File: src/rtl/if_stage_pkg.sv
// Shared pipeline definitions for the fetch stage: widths, reset PC, NOP encoding.
// Latency: n/a (package only).
// Backpressure: n/a.
package if_stage_pkg;

    localparam int          INSTR_W      = 32;
    localparam int          ADDR_W_DEF   = 32;
    localparam logic [31:0] RESET_PC_DEF = 32'h0000_0000;
    // sll $0,$0,0 encodes as all zeros
    localparam logic [31:0] NOP_DEF      = 32'h0000_0000;
    localparam int          CNT_W_DEF    = 16;

    // Where the next PC value comes from this cycle
    typedef enum logic [1:0] {
        PC_SRC_HOLD   = 2'd0,
        PC_SRC_SEQ    = 2'd1,
        PC_SRC_BRANCH = 2'd2,
        PC_SRC_JUMP   = 2'd3
    } pc_src_e;

    // Branch is resolved in an older stage than a jump, so it wins a tie
    function automatic pc_src_e pc_src_sel(input logic branch_taken,
                                           input logic jump,
                                           input logic pc_write);
        pc_src_e src;
        if (branch_taken)  src = PC_SRC_BRANCH;
        else if (jump)     src = PC_SRC_JUMP;
        else if (pc_write) src = PC_SRC_SEQ;
        else               src = PC_SRC_HOLD;
        return src;
    endfunction

endpackage

File: src/rtl/if_stage_sat_counter.sv
// Saturating event counter: counts inc pulses, sticks at all-ones, clears on reset.
// Latency: count reflects an inc one cycle after it is sampled.
// Backpressure: none; inc is a pure event input.
module sat_counter #(
    parameter int W = 16
) (
    input  logic         clk,
    input  logic         reset,
    input  logic         inc,
    output logic [W-1:0] count
);

    logic [W-1:0] count_q;
    logic [W-1:0] count_d;
    logic         at_max;

    assign at_max = &count_q;

    // Advance only while below the ceiling
    always_comb begin
        count_d = count_q;
        if (inc && !at_max) count_d = count_q + W'(1);
    end

    // Synchronous clear, otherwise take the next value
    always_ff @(posedge clk) begin
        if (reset) count_q <= '0;
        else       count_q <= count_d;
    end

    assign count = count_q;

endmodule

File: src/rtl/if_stage.sv
// Instruction fetch: PC register plus IF/ID register, honouring hazard stalls and redirects.
// Latency: word fetched at PC p appears on instr_fd one cycle after imem_addr = p.
// Backpressure: PCWrite/IFIDWrite low hold state; a redirect overrides both holds.
module if_stage
    import if_stage_pkg::*;
#(
    parameter int                ADDR_W    = ADDR_W_DEF,
    parameter logic [ADDR_W-1:0] RESET_PC  = RESET_PC_DEF[ADDR_W-1:0],
    parameter logic [31:0]       NOP_INSTR = NOP_DEF,
    parameter int                CNT_W     = CNT_W_DEF
) (
    input  logic               clk,
    input  logic               reset,
    input  logic               PCWrite,
    input  logic               IFIDWrite,
    input  logic               branch_taken,
    input  logic [ADDR_W-1:0]  branch_target,
    input  logic               jump,
    input  logic [ADDR_W-1:0]  jump_target,
    output logic [ADDR_W-1:0]  imem_addr,
    input  logic [INSTR_W-1:0] imem_rdata,
    output logic [ADDR_W-1:0]  pc_fd,
    output logic [INSTR_W-1:0] instr_fd,
    output logic               valid_fd,
    output logic [CNT_W-1:0]   stall_count,
    output logic [CNT_W-1:0]   flush_count
);

    logic [ADDR_W-1:0]  pc_q, pc_d;
    logic [ADDR_W-1:0]  pc_fd_q, pc_fd_d;
    logic [INSTR_W-1:0] instr_fd_q, instr_fd_d;
    logic               valid_fd_q, valid_fd_d;
    logic [ADDR_W-1:0]  pc_plus4;
    logic               redirect;
    pc_src_e            pc_src;
    logic               stall_inc;
    logic               flush_inc;

    // Wraps silently at the top of the address space
    assign pc_plus4 = pc_q + ADDR_W'(4);
    assign redirect = branch_taken | jump;
    assign pc_src   = pc_src_sel(branch_taken, jump, PCWrite);

    // Next PC: redirect beats the stall hold
    always_comb begin
        pc_d = pc_q;
        case (pc_src)
            PC_SRC_BRANCH: pc_d = branch_target;
            PC_SRC_JUMP:   pc_d = jump_target;
            PC_SRC_SEQ:    pc_d = pc_plus4;
            default:       pc_d = pc_q;
        endcase
    end

    // Next IF/ID: a redirect squashes the wrong-path word into a bubble
    always_comb begin
        pc_fd_d    = pc_fd_q;
        instr_fd_d = instr_fd_q;
        valid_fd_d = valid_fd_q;
        if (redirect) begin
            pc_fd_d    = '0;
            instr_fd_d = NOP_INSTR;
            valid_fd_d = 1'b0;
        end else if (IFIDWrite) begin
            pc_fd_d    = pc_plus4;
            instr_fd_d = imem_rdata;
            valid_fd_d = 1'b1;
        end
    end

    // PC and IF/ID registers with synchronous reset to an empty pipeline
    always_ff @(posedge clk) begin
        if (reset) begin
            pc_q       <= RESET_PC;
            pc_fd_q    <= '0;
            instr_fd_q <= NOP_INSTR;
            valid_fd_q <= 1'b0;
        end else begin
            pc_q       <= pc_d;
            pc_fd_q    <= pc_fd_d;
            instr_fd_q <= instr_fd_d;
            valid_fd_q <= valid_fd_d;
        end
    end

    // A cycle counts as a stall only if the PC is actually frozen
    assign stall_inc = !PCWrite && !redirect;
    assign flush_inc = redirect;

    sat_counter #(.W(CNT_W)) u_stall_cnt (
        .clk   (clk),
        .reset (reset),
        .inc   (stall_inc),
        .count (stall_count)
    );

    sat_counter #(.W(CNT_W)) u_flush_cnt (
        .clk   (clk),
        .reset (reset),
        .inc   (flush_inc),
        .count (flush_count)
    );

    assign imem_addr = pc_q;
    assign pc_fd     = pc_fd_q;
    assign instr_fd  = instr_fd_q;
    assign valid_fd  = valid_fd_q;

endmodule

File: config.mk
export PLATFORM = sky130hd
export DESIGN_NAME = if_stage
export DESIGN_NICKNAME = d
export VERILOG_FILES = /design/src/rtl/if_stage_pkg.sv /design/src/rtl/if_stage_sat_counter.sv /design/src/rtl/if_stage.sv
export SDC_FILE = /design/constraint.sdc
export NUM_CORES = 1
export LEC_CHECK = 0
export BUFFER_PORTS_ARGS = -buffer_cell sky130_fd_sc_hd__buf_2
export CORE_UTILIZATION = 35
export CTS_CLUSTER_SIZE = 40
export DETAILED_ROUTE_END_ITERATION = 10
export PLACE_DENSITY = 0.68
export SLEW_MARGIN = 20
export SYNTH_ARGS = -nofsm -noshare
export SYNTH_HDL_FRONTEND = slang
export SYNTH_HIERARCHICAL = 1
export SYNTH_SLANG_ARGS = --single-unit
File: constraint.sdc
create_clock -name clk -period 2.45 [get_ports clk]
set_input_delay 0.245 -clock clk [delete_from_list [all_inputs] [get_ports clk]]
set_output_delay 0.245 -clock clk [all_outputs]
set_load 0.005 [all_outputs]
==> results.cfg <==
[yosys]
yosys-top-cells-area = dfxtp_1, mux2i_1, nor2_1
synth_top_area_share_pct = 40.40
ys_warn_count = 6
ys_ff_latch = 129
syn_inst = 766
synthArstFlopShare_pct = 0
postSynthAreaPerCell_um2 = 8.345
synth_edf_count = 0
yosysTopAreaCell = dfxtp_1
yosys.cell_types.count = 62
synth_area_um2 = 6392
ys_seq_area_share_pct = 40.40
ys.flop_type = dfxtp_1
synth_fp_nets = 871

[power_and_ir_drop]
switchingPower_uw = 1316
irDropWorstVdd_mv = 0.4304
netSwitchingFraction_pct = 24.78
internal-power_uw = 3992
p_seq_share_pct = 42.3
comb_power_share_pct = 10.7
clkPwrFrac_pct = 47.0
powerDensity_nw_per_um2 = 632.5
fin_total_pwr_uw = 5308
p_leak_uw = 0.003722

[critical_path]
cp-end-kind = register
critPathLaunchType = register
critical_path_class = reg -> reg
crit_required_ps = 2810
arrival_ps = 2490
cp_max_fo = 6

[floorplan]
die_h_um = 137.1
initial_utilization_pct = 35.71
die_width_um = 137.1
die-area_um2 = 18810
io_pins = 231
core_area_um2 = 17900
rows = 49

[sta]
setup_viol = 0
final.min_clock_period_ps = 2131
fmax_ghz = 0.4692
worst_slew_pin_slew_ps = 580.1
timing.final.crit_share_pct = 87.00
tns_ps = 0
clock_skew_ps = 7.441
hold_viol_final = 0
grt_setup_unrepaired = false
max_slew_margin_pct = 60.97
slew_violations = 0

[job]
timing.max_cap.violations = 0

[place]
post-place-cells = 1199
place_hpwl_um = 14590
gp_congestion = 0.8708
io_buffers = 230

[drt]
dr.pass1.iters = 4
viasPerCell = 5.284
remaining_drc_errors = 0
vias = 6499
ant_nets = 0
route.detailed.wl_per_inst_um = 15.95
drt_iter0_markers = 389
drt-total-wl_um = 19620

[clock_network]
cts_resized = 0
cts_sinks = 129
clkTransAtPathRegs_ps = 60
cts_tree = yes
cts_buffers = 17
post-cts-setup-buffer-count = 0
htree_levels = 4
ctsLongestPathBuffers = 2
clock_latency_ps = 410
cts_root_buffer = clkbuf_16
postCtsHoldBufs = 0

[finish]
syn_to_final_growth_pct = 31.28
final_nets = 1094
layout.area.seq_um2 = 2582
drive_gt1_share_pct = 31.37
multi_input_area_um2 = 3487
n_antenna_cell = 0
finalNonFillerCells = 1230
fillCellCount = 1799

[min_path]
hp-class = in -> reg

[run_status]
status = finished, final reports clean

[global_routing]
grt_max_degree = 48
antenna_found_initial = 0
grt-ovfl-total = 0
grt_first_pass_wirelength_um = 30600
grt_usage_pct = 21.17
grt_pass1_vias = 5797
-- registers in the layout (all words and copies together), names as in the netlist --
register,count
u_stall_cnt/count,16
instr_fd,32
valid_fd,1
pc_fd,32
imem_addr,32
u_flush_cnt/count,16
-- placed cells by master, fill, tap and decap left out, types with 5 or more instances in the layout --
cell type / synthesis / layout
or3_1: 6 / 6
inv_1: 18 / 18
mux2i_1: 45 / 45
nor2_1: 110 / 110
clkinv_2: 0 / 5
nor4_1: 11 / 11
buf_4: 6 / 27
and4_1: 8 / 8
nand3_1: 28 / 28
nor3_1: 21 / 21
clkbuf_16: 0 / 17
or4_1: 7 / 7
nor2b_1: 5 / 5
buf_2: 7 / 229
o31ai_1: 10 / 10
a211oi_1: 18 / 18
nand2_1: 43 / 42
dfxtp_1: 129 / 129
a221oi_1: 6 / 6
nor3b_1: 6 / 6
nand4_1: 21 / 21
xor2_1: 14 / 14
xnor2_1: 18 / 18
o21ai_0: 39 / 39
a21oi_1: 74 / 74
and2_1: 8 / 8
-- power groups by stage --
stage	registers (uW)	logic, uW	clock network, uW
detailed placement	2290	568	0
CTS	2240	572	2540
global route	2260	632	2650
global placement	2290	562	0
floorplan	2270	324	0
finish	2240	568	2490
-- synthesized netlist by cell type, types with 3 or more instances --
cell and n:
xnor2_1 18, nor2_1 110, and2_1 8, or3_1 6
ha_1 3, clkbuf_1 26, o31ai_1 10, nand2_1 43
a21oi_1 74, nand3_1 28, buf_4 6, nand2b_1 3
or4_1 7, nor3b_1 6, nand4_1 21, a2111oi_0 3
dfxtp_1 129, a31oi_1 3, and3_1 3, o221a_2 3
o22ai_1 4, a211oi_1 18, buf_2 7, o211ai_1 4
o211a_1 3, nor2b_1 5, o21ai_0 39, buf_1 10
mux2i_1 45, and4_1 8, a221oi_1 6, inv_1 18
or2_2 3, xor2_1 14, mux2_2 4, nor4_1 11
nor3_1 21
-- final cells by class --
type | count | area share, %
clock inverters | 10 | 1.297
flip-flops and latches | 129 | 30.77
inverters | 18 | 0.8051
well taps | 229 | 3.414
clock buffers | 21 | 5.606
repair buffers | 258 | 16.55
multi-input cells | 565 | 41.55
-- stage by stage --
step	hold slack [ps]	instance area, um^2	util [%]	setup slack [ps]
finish	67.35	8392	46.88	318.6
global route	63.73	8392	46.88	42.32
CTS	54.44	8392	46.88	333.6
detailed placement	455.5	7812	43.64	249.5
global placement	442.6	7812	43.64	257.5
floorplan	387.7	6392	-	382.5
-- final timing paths --
| check | start | end | slack, ps | cells past startpoint |
|---|---|---|---|---|
| worst min-delay path | imem_rdata[30] | instr_fd[30] | 70 | 3 |
| worst min register to register | valid_fd | valid_fd | 470 | 2 |
| worst max register to register | imem_addr[8] | imem_addr[21] | 320 | 5 |
| worst max-delay path | imem_addr[8] | imem_addr[21] | 320 | 5 |
-- worst max-delay path: stages, from the launching register on --
cell     delay, ps
dfxtp_1        420
nand4_1        340
or4_4          600
or3_1          380
a21oi_1        150
o221a_2        190
-- kinds of logic (layout without fill, tap and decap cells) --
group | count (synthesis) | in the layout | synth area share (%)
XOR/XNOR | 32 | 32 | 4.384
AO/OA/AOI/OAI | 185 | 185 | 18.18
multiplexers | 49 | 49 | 7.751
AND/OR/NAND/NOR | 296 | 296 | 23.61
flip-flops | 129 | 129 | 40.40
adder cells (fa/ha/maj) | 3 | 3 | 0.5873
buffers and inverters | 72 | 307 | 5.089
-- metal layers --
metal | wire, um | track usage, % | share of wire [%] | vias to the layer above
met1 | 8656 | 28.56 | 44 | 2996
met4 | 357 | 6.471 | 1.8 | 0
met3 | 1724 | 5.704 | 8.8 | 20
li1 | - | - | - | 3225
met5 | 0 | 0 | 0 | -
met2 | 8883 | 32.69 | 45 | 258
Power figures use the tool's default switching activity.
